**config.mk**
```make
export PLATFORM = sky130hd
export DESIGN_NAME = bp_update_queue_flat
export DESIGN_NICKNAME = d
export VERILOG_FILES = /design/src/rtl/bp_update_queue_if.sv /design/src/rtl/bp_update_queue.sv /design/src/flat_wrapper.sv
export SDC_FILE = /design/constraint.sdc
export NUM_CORES = 1
export LEC_CHECK = 0
export CAP_MARGIN = 0
export CORE_ASPECT_RATIO = 0.5
export CORE_MARGIN = 5
export CORE_UTILIZATION = 35
export CTS_CLUSTER_DIAMETER = 80
export DETAILED_ROUTE_END_ITERATION = 16
export DONT_BUFFER_PORTS = 1
export PLACE_DENSITY = 0.54
export SLEW_MARGIN = 20
export SYNTH_ARGS = -nofsm -noshare
export SYNTH_HDL_FRONTEND = slang
export SYNTH_SLANG_ARGS = --single-unit
```
**constraint.sdc**
```tcl
create_clock -name clk -period 2.78 [get_ports clk]
set_input_delay 0.278 -clock clk [delete_from_list [all_inputs] [get_ports clk]]
set_output_delay 0.278 -clock clk [all_outputs]
set_load 0.03 [all_outputs]
```
**src/rtl/bp_update_queue_if.sv**
```systemverilog
// Fetch/resolve/PHT-port bundle for the branch prediction update queue.
// The queue drives the PHT ports through the slave modport.
interface bp_update_queue_if #(
    parameter int ROW_IDX_WIDTH = 6,
    parameter int COL_IDX_WIDTH = 3,
    parameter int DEPTH         = 4
);
    localparam int CNT_W = $clog2(DEPTH + 1);

    logic                     fetch_valid;
    logic [ROW_IDX_WIDTH-1:0] fetch_row_idx;
    logic                     pht_br_taken;
    logic                     push_ready;
    logic [ROW_IDX_WIDTH-1:0] read_row_idx;
    logic [COL_IDX_WIDTH-1:0] read_col_idx;
    logic                     resolve_valid;
    logic                     resolve_taken;
    logic                     load_pht;
    logic                     br_en_out;
    logic [ROW_IDX_WIDTH-1:0] write_row_idx;
    logic [COL_IDX_WIDTH-1:0] write_col_idx;
    logic                     mispredict;
    logic [CNT_W-1:0]         count;

    modport master (
        output fetch_valid, fetch_row_idx, pht_br_taken, resolve_valid, resolve_taken,
        input  push_ready, read_row_idx, read_col_idx, load_pht, br_en_out,
               write_row_idx, write_col_idx, mispredict, count
    );

    modport slave (
        input  fetch_valid, fetch_row_idx, pht_br_taken, resolve_valid, resolve_taken,
        output push_ready, read_row_idx, read_col_idx, load_pht, br_en_out,
               write_row_idx, write_col_idx, mispredict, count
    );
endinterface

```
**src/rtl/bp_update_queue.sv**
```systemverilog
// In-order queue of in-flight branch predictions: forms the PHT read index from a
// speculative GHR, retires resolved branches into PHT writes and repairs the GHR on mispredict.
module bp_update_queue #(
    parameter int ROW_IDX_WIDTH = 6,
    parameter int COL_IDX_WIDTH = 3,
    parameter int DEPTH         = 4
) (
    input  logic              clk,
    input  logic              rst,
    bp_update_queue_if.slave  bus
);
    localparam int CNT_W = $clog2(DEPTH + 1);
    localparam int PTR_W = (DEPTH > 1) ? $clog2(DEPTH) : 1;

    function automatic logic [COL_IDX_WIDTH-1:0] ghr_shift(
        input logic [COL_IDX_WIDTH-1:0] ghr,
        input logic                     outcome
    );
        return {ghr[COL_IDX_WIDTH-2:0], outcome};
    endfunction

    logic [ROW_IDX_WIDTH-1:0] row_mem  [DEPTH];
    logic [COL_IDX_WIDTH-1:0] col_mem  [DEPTH];
    logic                     pred_mem [DEPTH];

    logic [PTR_W-1:0]         head_q;
    logic [PTR_W-1:0]         tail_q;
    logic [CNT_W-1:0]         count_q;
    logic [COL_IDX_WIDTH-1:0] spec_ghr_q;
    logic [COL_IDX_WIDTH-1:0] commit_ghr_q;

    logic                     vld_p1;
    logic                     br_en_p1;
    logic [ROW_IDX_WIDTH-1:0] write_row_p1;
    logic [COL_IDX_WIDTH-1:0] write_col_p1;
    logic                     mispredict_p1;

    logic                     push_ready_p0;
    logic                     push_p0;
    logic                     pop_p0;
    logic                     mispredict_p0;
    logic [COL_IDX_WIDTH-1:0] commit_ghr_next_p0;

    // ---- stage p0: handshake decisions from current queue state ----
    always_comb begin
        push_ready_p0      = (count_q != CNT_W'(DEPTH));
        push_p0            = bus.fetch_valid & push_ready_p0;
        pop_p0             = bus.resolve_valid & (count_q != '0);
        mispredict_p0      = pop_p0 & (pred_mem[head_q] != bus.resolve_taken);
        commit_ghr_next_p0 = ghr_shift(commit_ghr_q, bus.resolve_taken);
    end

    always_ff @(posedge clk or posedge rst) begin
        if (rst) begin
            head_q       <= '0;
            tail_q       <= '0;
            count_q      <= '0;
            spec_ghr_q   <= '0;
            commit_ghr_q <= '0;
        end else begin
            if (pop_p0)
                commit_ghr_q <= commit_ghr_next_p0;
            if (mispredict_p0) begin
                // Flush everything younger; a same-cycle push is on the wrong path.
                head_q     <= head_q + PTR_W'(1);
                tail_q     <= head_q + PTR_W'(1);
                count_q    <= '0;
                spec_ghr_q <= commit_ghr_next_p0;
            end else begin
                if (push_p0) begin
                    tail_q     <= tail_q + PTR_W'(1);
                    spec_ghr_q <= ghr_shift(spec_ghr_q, bus.pht_br_taken);
                end
                if (pop_p0)
                    head_q <= head_q + PTR_W'(1);
                count_q <= count_q + CNT_W'(push_p0) - CNT_W'(pop_p0);
            end
        end
    end

    // Entry storage carries no reset; validity is tracked by head/tail/count alone.
    always_ff @(posedge clk) begin
        if (push_p0 && !mispredict_p0) begin
            row_mem[tail_q]  <= bus.fetch_row_idx;
            col_mem[tail_q]  <= spec_ghr_q;
            pred_mem[tail_q] <= bus.pht_br_taken;
        end
    end

    // ---- stage p1: registered PHT write port, one write per popped entry ----
    always_ff @(posedge clk or posedge rst) begin
        if (rst) begin
            vld_p1        <= 1'b0;
            mispredict_p1 <= 1'b0;
            br_en_p1      <= 1'b0;
            write_row_p1  <= '0;
            write_col_p1  <= '0;
        end else begin
            vld_p1        <= pop_p0;
            mispredict_p1 <= mispredict_p0;
            if (pop_p0) begin
                br_en_p1     <= bus.resolve_taken;
                write_row_p1 <= row_mem[head_q];
                write_col_p1 <= col_mem[head_q];
            end
        end
    end

    assign bus.push_ready    = push_ready_p0;
    assign bus.read_row_idx  = bus.fetch_row_idx;
    assign bus.read_col_idx  = spec_ghr_q;
    assign bus.load_pht      = vld_p1;
    assign bus.br_en_out     = br_en_p1;
    assign bus.write_row_idx = write_row_p1;
    assign bus.write_col_idx = write_col_p1;
    assign bus.mispredict    = mispredict_p1;
    assign bus.count         = count_q;
endmodule

```
**src/flat_wrapper.sv**
```systemverilog
// flat-port wrapper written by rule: the top's interface ports become plain ports
module bp_update_queue_flat 
#(
    parameter int ROW_IDX_WIDTH = 6,
    parameter int COL_IDX_WIDTH = 3,
    parameter int DEPTH         = 4
)
  (clk, rst, bus_fetch_valid, bus_fetch_row_idx, bus_pht_br_taken, bus_resolve_valid, bus_resolve_taken, bus_push_ready, bus_read_row_idx, bus_read_col_idx, bus_load_pht, bus_br_en_out, bus_write_row_idx, bus_write_col_idx, bus_mispredict, bus_count);
  bp_update_queue_if #(.ROW_IDX_WIDTH(ROW_IDX_WIDTH), .COL_IDX_WIDTH(COL_IDX_WIDTH), .DEPTH(DEPTH)) bus_i ();
  input  logic clk;
  input  logic rst;
  input wire logic [$bits(bus_i.fetch_valid)-1:0] bus_fetch_valid;
  input wire logic [$bits(bus_i.fetch_row_idx)-1:0] bus_fetch_row_idx;
  input wire logic [$bits(bus_i.pht_br_taken)-1:0] bus_pht_br_taken;
  input wire logic [$bits(bus_i.resolve_valid)-1:0] bus_resolve_valid;
  input wire logic [$bits(bus_i.resolve_taken)-1:0] bus_resolve_taken;
  output wire logic [$bits(bus_i.push_ready)-1:0] bus_push_ready;
  output wire logic [$bits(bus_i.read_row_idx)-1:0] bus_read_row_idx;
  output wire logic [$bits(bus_i.read_col_idx)-1:0] bus_read_col_idx;
  output wire logic [$bits(bus_i.load_pht)-1:0] bus_load_pht;
  output wire logic [$bits(bus_i.br_en_out)-1:0] bus_br_en_out;
  output wire logic [$bits(bus_i.write_row_idx)-1:0] bus_write_row_idx;
  output wire logic [$bits(bus_i.write_col_idx)-1:0] bus_write_col_idx;
  output wire logic [$bits(bus_i.mispredict)-1:0] bus_mispredict;
  output wire logic [$bits(bus_i.count)-1:0] bus_count;
  assign bus_i.fetch_valid = bus_fetch_valid;
  assign bus_i.fetch_row_idx = bus_fetch_row_idx;
  assign bus_i.pht_br_taken = bus_pht_br_taken;
  assign bus_i.resolve_valid = bus_resolve_valid;
  assign bus_i.resolve_taken = bus_resolve_taken;
  assign bus_push_ready = bus_i.push_ready;
  assign bus_read_row_idx = bus_i.read_row_idx;
  assign bus_read_col_idx = bus_i.read_col_idx;
  assign bus_load_pht = bus_i.load_pht;
  assign bus_br_en_out = bus_i.br_en_out;
  assign bus_write_row_idx = bus_i.write_row_idx;
  assign bus_write_col_idx = bus_i.write_col_idx;
  assign bus_mispredict = bus_i.mispredict;
  assign bus_count = bus_i.count;
  bp_update_queue #(.ROW_IDX_WIDTH(ROW_IDX_WIDTH), .COL_IDX_WIDTH(COL_IDX_WIDTH), .DEPTH(DEPTH)) u_core (.clk(clk), .rst(rst), .bus(bus_i));
endmodule
```
Word-level counts from Yosys, hierarchy flattened
Memories as Yosys holds them, arrays and structs flattened. A register that Yosys moved wholly into a read port is not among the register bits.
Index checks and enable logic that the tools add are counted.

cells by class
  mux-type cells = 9
  multipliers = 0
  order comparisons = 0
  $add $sub $neg = 4
  eq/ne operators = 2
  reductions and logical operators = 5
  bitwise logic cells = 3
  divide/modulo/power cells = 0
  shifts and indexed selects = 0

operators with widths
  kind                   number
  $mux W3                3
  $mux W2                4
  $add A2 B1 Y2 const B  2
  $reduce_bool A2 Y1     2
  $add A3 B1 Y3          1
  $and A1 B1 Y1          3
  $ne A3 B3 Y1 const B   1
  $reduce_bool A3 Y1     1
  $sub A3 B1 Y3          1
  $mux W1                2
  $logic_and A1 B1 Y1    1
  $logic_not A1 Y1       1
  $ne A1 B1 Y1           1

word-level totals
  bits in latches = 0
  memories = 3
  memory bits (writable) = 40
  register bits = 15
  input port bits = 12
  memory bits (read-only) = 0

memories
  memory           depth  bits a word  read ports  clocked after memory_dff  write ports  line                   RTL
  u_core.row_mem   4      6            1           1                         1            bp_update_queue.sv:22  logic [ROW_IDX_WIDTH-1:0] row_mem [DEPTH];
  u_core.col_mem   4      3            1           1                         1            bp_update_queue.sv:23  logic [COL_IDX_WIDTH-1:0] col_mem [DEPTH];
  u_core.pred_mem  4      1            1           0                         1            bp_update_queue.sv:24  logic pred_mem [DEPTH];

Depth between registers and ports, before layout
Gate-level depths: netlist of run 1.

  depth after elaboration = 7
  depth in mapped cells = 11
  gate-level depth less buffers = 10

Worst setup path before layout of run 1
OpenSTA, ideal clock, no wires.

  path type = register -> register
  start = register u_core.count_q[1], in the netlist u_core.bus.count[1]
  end = register u_core.count_q[2], in the netlist u_core.bus.count[2]
  period minus slack after synthesis = 2.614 ns
  path buffers = 1
  arrival = 2.494 ns
  stages on the path, launching flop included = 12
  path slack = 0.166 ns
  setup time = 0.119 ns
  path through = dfrtp_1 > o31ai_4 > inv_1 > clkbuf_1 > ha_1 > inv_1 > ha_1 > inv_1 > fa_1 > xor2_1 > xnor2_1 > nor2_1

between the ends
  elaborated cells on any way between the ends = 8
  classes of those cells = add/sub: 2; eq/ne: 1; mux: 1; bitwise: 3; reduce/logical: 1

RTL lines
  what                                            line                                          RTL
  start, declared                                 bp_update_queue.sv:28                         logic [CNT_W-1:0] count_q;
  start signal, assigned                          bp_update_queue.sv:76                         count_q <= count_q + CNT_W'(push_p0) - CNT_W'(pop_p0);
  $reduce_bool A3 Y1 (*)                          bp_update_queue.sv:48                         pop_p0 = bus.resolve_valid & (count_q != '0);
  $and A1 B1 Y1 (*)                               bp_update_queue.sv:48
  named net u_core.pop_p0                         bp_update_queue.sv:40                         logic pop_p0;
  $sub A3 B1 Y3 or $and A1 B1 Y1 (tied branches)  bp_update_queue.sv:76, bp_update_queue.sv:49
  $mux W3 (*)                                     bp_update_queue.sv:63                         if (mispredict_p0) begin

Mark *: on every way through the listed nets, which the timed path passes. The rest lies on a longest branch.
A chain may end at the register's enable or synchronous reset.

Final worst setup path of run 1
  start = register u_core.count_q[1], in the netlist u_core.bus.count[1]
  end = register u_core.count_q[2], in the netlist u_core.bus.count[2]

between the ends
  word-level cells in the longest chain between the ends = 5
  elaborated cells on any way between the ends = 8
  classes of those cells = add/sub: 2; eq/ne: 1; mux: 1; bitwise: 3; reduce/logical: 1

ends and longest elaborated chain
  what           line                   RTL
  $ne A3 B3 Y1   bp_update_queue.sv:46  push_ready_p0 = (count_q != CNT_W'(DEPTH));
  $and A1 B1 Y1  bp_update_queue.sv:47  push_p0 = bus.fetch_valid & push_ready_p0;
  $add A3 B1 Y3  bp_update_queue.sv:76
  $sub A3 B1 Y3  bp_update_queue.sv:76
  $mux W3 (*)    bp_update_queue.sv:63

Every way passes the cells marked *; elsewhere a longest branch is shown, timed or not.

==> out/metrics.cfg, run 1 <==
[synthesis]
synthesis.area_mm2=0.00263
async_flop_share_pct=36.5
synth_top_area_share_pct=45.6
synth_edf_count=40
synth_cells=164
synth_top_area_cell=edfxtp_1
synth_ff_type=edfxtp_1
synth_fp_nets=183
synth.distinct_cells=28
avgSynthCellArea_um2=16.1
ys_ff_latch=63
ys_top_cells_by_area=edfxtp_1 46%, dfrtp_1 22%, mux4_2 8.6%, nand2_1 4.8%, ha_1 2.9%
ys_warn_count=0
ys_seq_area_share_pct=67.5

[detailed_routing]
vias_per_cell=4.74
firstDrtPassIters=4
vias=1304
wl_per_cell_um=17.5
dr.first_iter.drc_count=97
drt-total-wl_um=4810
drc=0
ant_nets=0

[floorplan]
initial_core_util_pct=36.0
die_y_um=71.3
rows=22
die_w_um=133
core-area_mm2=0.00732
dieArea_mm2=0.00946
pin_count=37

[worst_setup_path]
cp-end-kind=flop
required_ns=2.98
r2r_start=u_core.bus.count[1]$_DFF_PP0_
r2r_cells=10
reg2reg_to=u_core.bus.count[2]$_DFF_PP0_
critPathLaunchType=flop
endpoint=u_core.bus.count[2]$_DFF_PP0_
arrival_ns=2.55
crit_type=flop to flop
crit_fanout=5
r2r_slack_ns=0.43
startpoint=u_core.bus.count[1]$_DFF_PP0_

[timing]
clock_skew_ns=0.00647
tightest_slew_ns=0.910
hold_slack_ns=0.0533
fin_tns_setup_ns=0
setup_viol=0
fin_crit_ns=2.35
slew_viol_final=0
rsz0062_at_grt=false
finalCritPeriodShare_pct=84.4
hold_violations=0
fmax_mhz=426
slew_headroom_pct=38.9

[finish]
diodes=0
nets=193
final_area_mm2=0.00304
drive_gt1_share_pct=25.1
regArea_mm2=0.00178
finish.utilization_pct=41.5
fillers=668
multiInputGateArea_um2=737
area_delta_synth_final_pct=15.4

[global_routing]
grtUsageTotal_pct=11.5
gr-total-overflow=0
grt_pass1_wl_um=8020
grt_start_max_net_pins=24
antenna_found_initial=0
grt_pass1_vias=1464

[clocking]
clockRootBuffer=clkbuf_16
cts_max_level=3
post_cts_buffers=0
cts.sinks=63
clock_latency_ns=0.32
cts_hold_buf=0
cts_resized=0
path_clk_slew_ns=0.05
cts_tree=done
cts_buffers=9
cts_buffer_depth=2

[run]
maxCapViolations=0

[run_status]
status=finished clean

[placed_design]
gp_congestion=0.674
dpl-instance-area_mm2=0.00274
dp_hpwl_um=3160
port-buffer-count=0

[power_and_ir_drop]
ir_worst_vdd_mv=0.412
p_total_mw=3.80
powerDensity_mw_per_mm2=1250
p_leak_nw=1.18

[worst_hold_path]
hold_class=input pin to flop

## cells in the mapped netlist (2+ instances only)
cell type / number
buf_4: 6
buf_6: 2
clkbuf_1: 2
dfrtp_1: 23
edfxtp_1: 40
ha_1: 6
inv_1: 7
mux2_2: 2
mux2i_1: 3
mux4_2: 10
nand2_1: 34
nor2_1: 5
nor3b_2: 4
xnor2_1: 6
## registers in the layout (all words and copies together), names as in the netlist
| name | count |
|---|---|
| u_core.head_q | 2 |
| u_core.bus.write_row_idx | 6 |
| u_core.pred_mem | 4 |
| u_core.commit_ghr_q | 2 |
| u_core.bus.write_col_idx | 3 |
| u_core.bus.mispredict | 1 |
| u_core.row_mem | 24 |
| u_core.bus.count | 3 |
| u_core.col_mem | 12 |
| u_core.bus.load_pht | 1 |
| u_core.tail_q | 2 |
| u_core.bus.read_col_idx | 3 |
## stage by stage
stage / worst slack [ns] / instances
finish: 0.434 / 275
global route: 0.276 / 275
CTS: 0.412 / 274
detailed placement: 0.440 / 258
global placement: 0.492 / 258
floorplan: 0.166 / 164
## cell type report
cell class | count | area share [%]
sequential | 63 | 58.5
multi-input combinational | 81 | 24.3
clock buffer | 11 | 8.32
tap | 96 | 3.95
timing repair buffer | 11 | 2.80
inverter | 8 | 1.15
clock inverter | 5 | 1.03
## worst max-delay path, cell delays in order (launching register included)
cell and delay [ns]:
dfrtp_1 0.56, o31ai_4 0.32, inv_1 0.08, ha_1 0.27
inv_1 0.06, ha_1 0.13, inv_1 0.05, fa_1 0.37
xor2_1 0.16, xnor2_1 0.17, nor2_1 0.05
## how the worst min path moves through the flow
stage	from	cells past startpoint	slack (ns)	to
2_1_floorplan	rst	1	0.28	u_core.bus.count[0]$_DFF_PP0_
3_3_place_gp	bus_fetch_row_idx[5]	0	0.38	u_core.row_mem[0][5]$_DFFE_PP_
3_5_place_dp	bus_fetch_row_idx[2]	0	0.38	u_core.row_mem[1][2]$_DFFE_PP_
4_1_cts	bus_fetch_row_idx[4]	0	0.04	u_core.row_mem[0][4]$_DFFE_PP_
5_1_grt	bus_fetch_row_idx[1]	0	0.03	u_core.row_mem[3][1]$_DFFE_PP_
6_report	bus_pht_br_taken	0	0.05	u_core.pred_mem[0]$_DFFE_PP_
## layout by cell type, fill, tap and decap left out
cell type      netlist  final
mux2i_1              3      3
inv_6                1      2
dfrtp_1             23     23
fa_1                 1      1
ha_1                 6      6
mux2_2               2      2
xor2_1               1      1
clkinvlp_4           0      2
nor3b_2              4      4
xnor2_1              6      6
clkbuf_16            0      9
nand2_1             34     34
clkbuf_8             0      2
edfxtp_1            40     40
inv_1                7      6
buf_4                6     10
nand2_8              1      1
a21boi_0             1      1
nor2b_1              1      1
or3b_4               1      1
mux2_1               1      1
mux2_4               1      1
nor2_1               5      5
a21oi_1              1      1
clkinv_1             0      3
mux4_2              10     10
a221oi_1             1      1
o31ai_4              1      1
dlygate4sd3_1        0      1
## kinds of logic (layout without fill, tap and decap cells)
logic type	Yosys count	in the layout	synth area share, %
flops	63	63	67.5
simple gates	46	46	8.89
compound gates	4	4	1.62
mux	17	17	11.5
buf+inv	20	35	4.52
xor+xnor	7	7	2.33
fa+ha+maj	7	7	3.61
## power by group
part	total [mW]	internal, mW	switching [mW]
combinational	1.00	0.486	0.518
clock	1.02	0.647	0.377
sequential	1.77	1.32	0.448
## metal layers
layer  vias to the layer above  share of wire [%]  track usage, %
li1                        592                  -               -
met2                        28                 49            18.8
met4                         0                1.0            3.92
met1                       678                 44            13.7
met5                         -                  0               0
met3                         6                5.4            5.19
No activity file was read; power rests on OpenSTA's default activity.
==> inputs of run 2 (changes only) <==
clock period = 2.34 ns   (was 2.78 ns; I/O delays follow)
==> run 2 against run 1 <==
Effect of this change:
- power grew 30%
- final area grew 6.2%
- via count is essentially flat
- critical path type unchanged
- largest power group unchanged
==> out/metrics.cfg, run 2 (same netlist as run 1, synthesis figures left out) <==
[clocking]
cts_buffers=9  ; unchanged
cts_tree=done  ; unchanged
cts_buffer_depth=2  ; unchanged
cts_resized=0  ; unchanged
path_clk_slew_ns=0.05  ; about the same
cts_max_level=3  ; unchanged
clockRootBuffer=clkbuf_16  ; unchanged
cts.sinks=63  ; unchanged
clock_latency_ns=0.32  ; about the same

[detailed_routing]
drt-total-wl_um=5010  ; was 4810 um
drc=0  ; unchanged
wl_per_cell_um=17.7  ; was 17.5 um
vias_per_cell=4.60  ; was 4.74
ant_nets=0  ; unchanged
vias=1305  ; was 1304
firstDrtPassIters=4  ; unchanged
dr.first_iter.drc_count=56  ; was 97

[power_and_ir_drop]
p_leak_nw=1.26  ; was 1.18 nW
p_total_mw=4.95  ; was 3.80 mW
ir_worst_vdd_mv=0.620  ; was 0.412 mV
powerDensity_mw_per_mm2=1530  ; was 1250 mW/mm^2

[global_routing]
gr-total-overflow=0  ; unchanged
grt_pass1_vias=1480  ; was 1464
grt_pass1_wl_um=8280  ; was 8020 um
grtUsageTotal_pct=11.8  ; was 11.5%
antenna_found_initial=0  ; unchanged
grt_start_max_net_pins=24  ; unchanged

[floorplan]
core-area_mm2=0.00732  ; unchanged
pin_count=37  ; unchanged
rows=22  ; unchanged
die_y_um=71.3  ; unchanged
dieArea_mm2=0.00946  ; unchanged
initial_core_util_pct=36.0  ; unchanged
die_w_um=133  ; unchanged

[timing]
slew_viol_final=0  ; unchanged
finalCritPeriodShare_pct=90.5  ; was 84.4%
clock_skew_ns=0.00550  ; was 0.00647 ns
fmax_mhz=472  ; was 426 MHz
fin_tns_setup_ns=0  ; unchanged
setup_viol=0  ; unchanged
slew_headroom_pct=67.3  ; was 38.9%
tightest_slew_ns=0.490  ; was 0.910 ns
hold_slack_ns=0.0223  ; was 0.0533 ns
fin_crit_ns=2.12  ; was 2.35 ns
hold_violations=0  ; unchanged
rsz0062_at_grt=false  ; unchanged

[worst_hold_path]
hold_class=input pin to flop  ; unchanged
hold_start=bus_resolve_taken  ; was bus_pht_br_taken

[finish]
drive_gt1_share_pct=30.9  ; was 25.1%
area_delta_synth_final_pct=22.5  ; was 15.4%
nets=202  ; was 193
final_cell_mix=40 x edfxtp_1, 34 x nand2_1, 20 x dfrtp_1  ; was 40 x edfxtp_1, 34 x nand2_1, 23 x dfrtp_1
final_common_cell=edfxtp_1  ; unchanged
diodes=0  ; unchanged
largest-register=u_core.row_mem  ; unchanged
largest_reg_flops=24  ; unchanged

[placed_design]
dp_hpwl_um=3220  ; was 3160 um
gp_congestion=0.703  ; was 0.674
port-buffer-count=0  ; unchanged

[worst_setup_path]
required_ns=2.54  ; was 2.98 ns
critPathBufInv=1  ; was 3
crit_type=flop to flop  ; unchanged
r2r_start=u_core.head_q[0]$_DFFE_PP0P_  ; was u_core.bus.count[1]$_DFF_PP0_
max_stage_delay_ns=0.54  ; was 0.56 ns
cp_slowest_cell=mux4_2  ; was dfrtp_1
cp-end-kind=flop  ; unchanged
critPathLaunchType=flop  ; unchanged
path_cells=mux4_2 > xnor2_1 > nor2_1 > buf_4 > mux2_2  ; was o31ai_4 > inv_1 > ha_1 > inv_1 > ha_1 > inv_1 > fa_1 > xor2_1 > xnor2_1 > nor2_1
startpoint=u_core.head_q[0]$_DFFE_PP0P_  ; was u_core.bus.count[1]$_DFF_PP0_
arrival_ns=2.32  ; was 2.55 ns
cpLargestDelayFamily=multiplexers  ; was adder cells
crit_fanout=8  ; was 5

[run]
maxCapViolations=0  ; unchanged

[run_status]
status=finished clean  ; unchanged

## run 2: cell count changes in the layout (fill, tap and decap cells not counted), sizes merged
| cell | before | now |
|---|---|---|
| dlygate4sd3 | 1 | 8 |
| bufinv | 0 | 3 |
| buf | 10 | 12 |
| clkinvlp | 2 | 0 |
| clkbuf | 11 | 10 |
| clkinv | 3 | 2 |
| inv | 8 | 9 |
## run 2: worst register-to-register path, cell delays in order (launching register included)
cell and delay, ns:
dfrtp_1 0.36, mux4_2 0.54, xnor2_1 0.14, nor2_1 0.35
buf_4 0.26, mux2_2 0.34
## run 2: power by group
part           total [mW]  internal [mW]  switching [mW]  leakage (nW)
clock                1.56           1.08           0.489         0.173
sequential           2.10           1.58           0.521         0.643
combinational        1.29          0.624           0.666         0.439
## run 2: final cells by class
cell class	count	area, um^2
Fill cell	651	4100
Sequential cell	63	1780
Multi-Input combinational cell	81	764
Clock buffer	10	239
Timing Repair Buffer	20	170
Tap cell	96	120
Clock inverter	6	116
Inverter	8	35.0
## run 2: routing by layer
metal	global-route usage [%]	share of wire, %	wire length (um)	vias up
li1	-	-	-	613
met1	15.3	47	2370	652
met2	17.8	47	2370	34
met3	4.56	4.2	211	6
met4	5.07	1.2	61	0
met5	0	0	0	-
## run 2: timing repair
| item | CTS | global route |
|---|---|---|
| hold endpoints to repair | 51 | 0 |
| buffers inserted | 0 | 0 |
| hold buffers | 8 | 0 |
## run 2: final timing paths
path | cells after the start | slack, ns | endpoint
max | 5 | 0.22 | u_core.bus.read_col_idx[1]$_DFFE_PP0P_
max in group asynchronous | 3 | 1.66 | u_core.bus.count[1]$_DFF_PP0_
min in group asynchronous | 3 | 0.41 | u_core.bus.write_row_idx[4]$_DFFE_PP0P_
max reg2reg | 5 | 0.22 | u_core.bus.read_col_idx[1]$_DFFE_PP0P_
min | 2 | 0.02 | u_core.commit_ghr_q[0]$_DFFE_PP0P_
min reg2reg | 2 | 0.48 | u_core.commit_ghr_q[1]$_DFFE_PP0P_
## run 2: through the flow
step / util, % / instances / worst slack (ns) / area, um^2
3_3_place_gp: 38.1 / 260 / 0.271 / 2790
3_5_place_dp: 38.1 / 260 / 0.229 / 2790
6_report: 44.1 / 284 / 0.222 / 3230
5_1_grt: 44.1 / 284 / 0.120 / 3230
2_1_floorplan: - / 164 / 0.00725 / 2670
4_1_cts: 44.1 / 284 / 0.217 / 3230
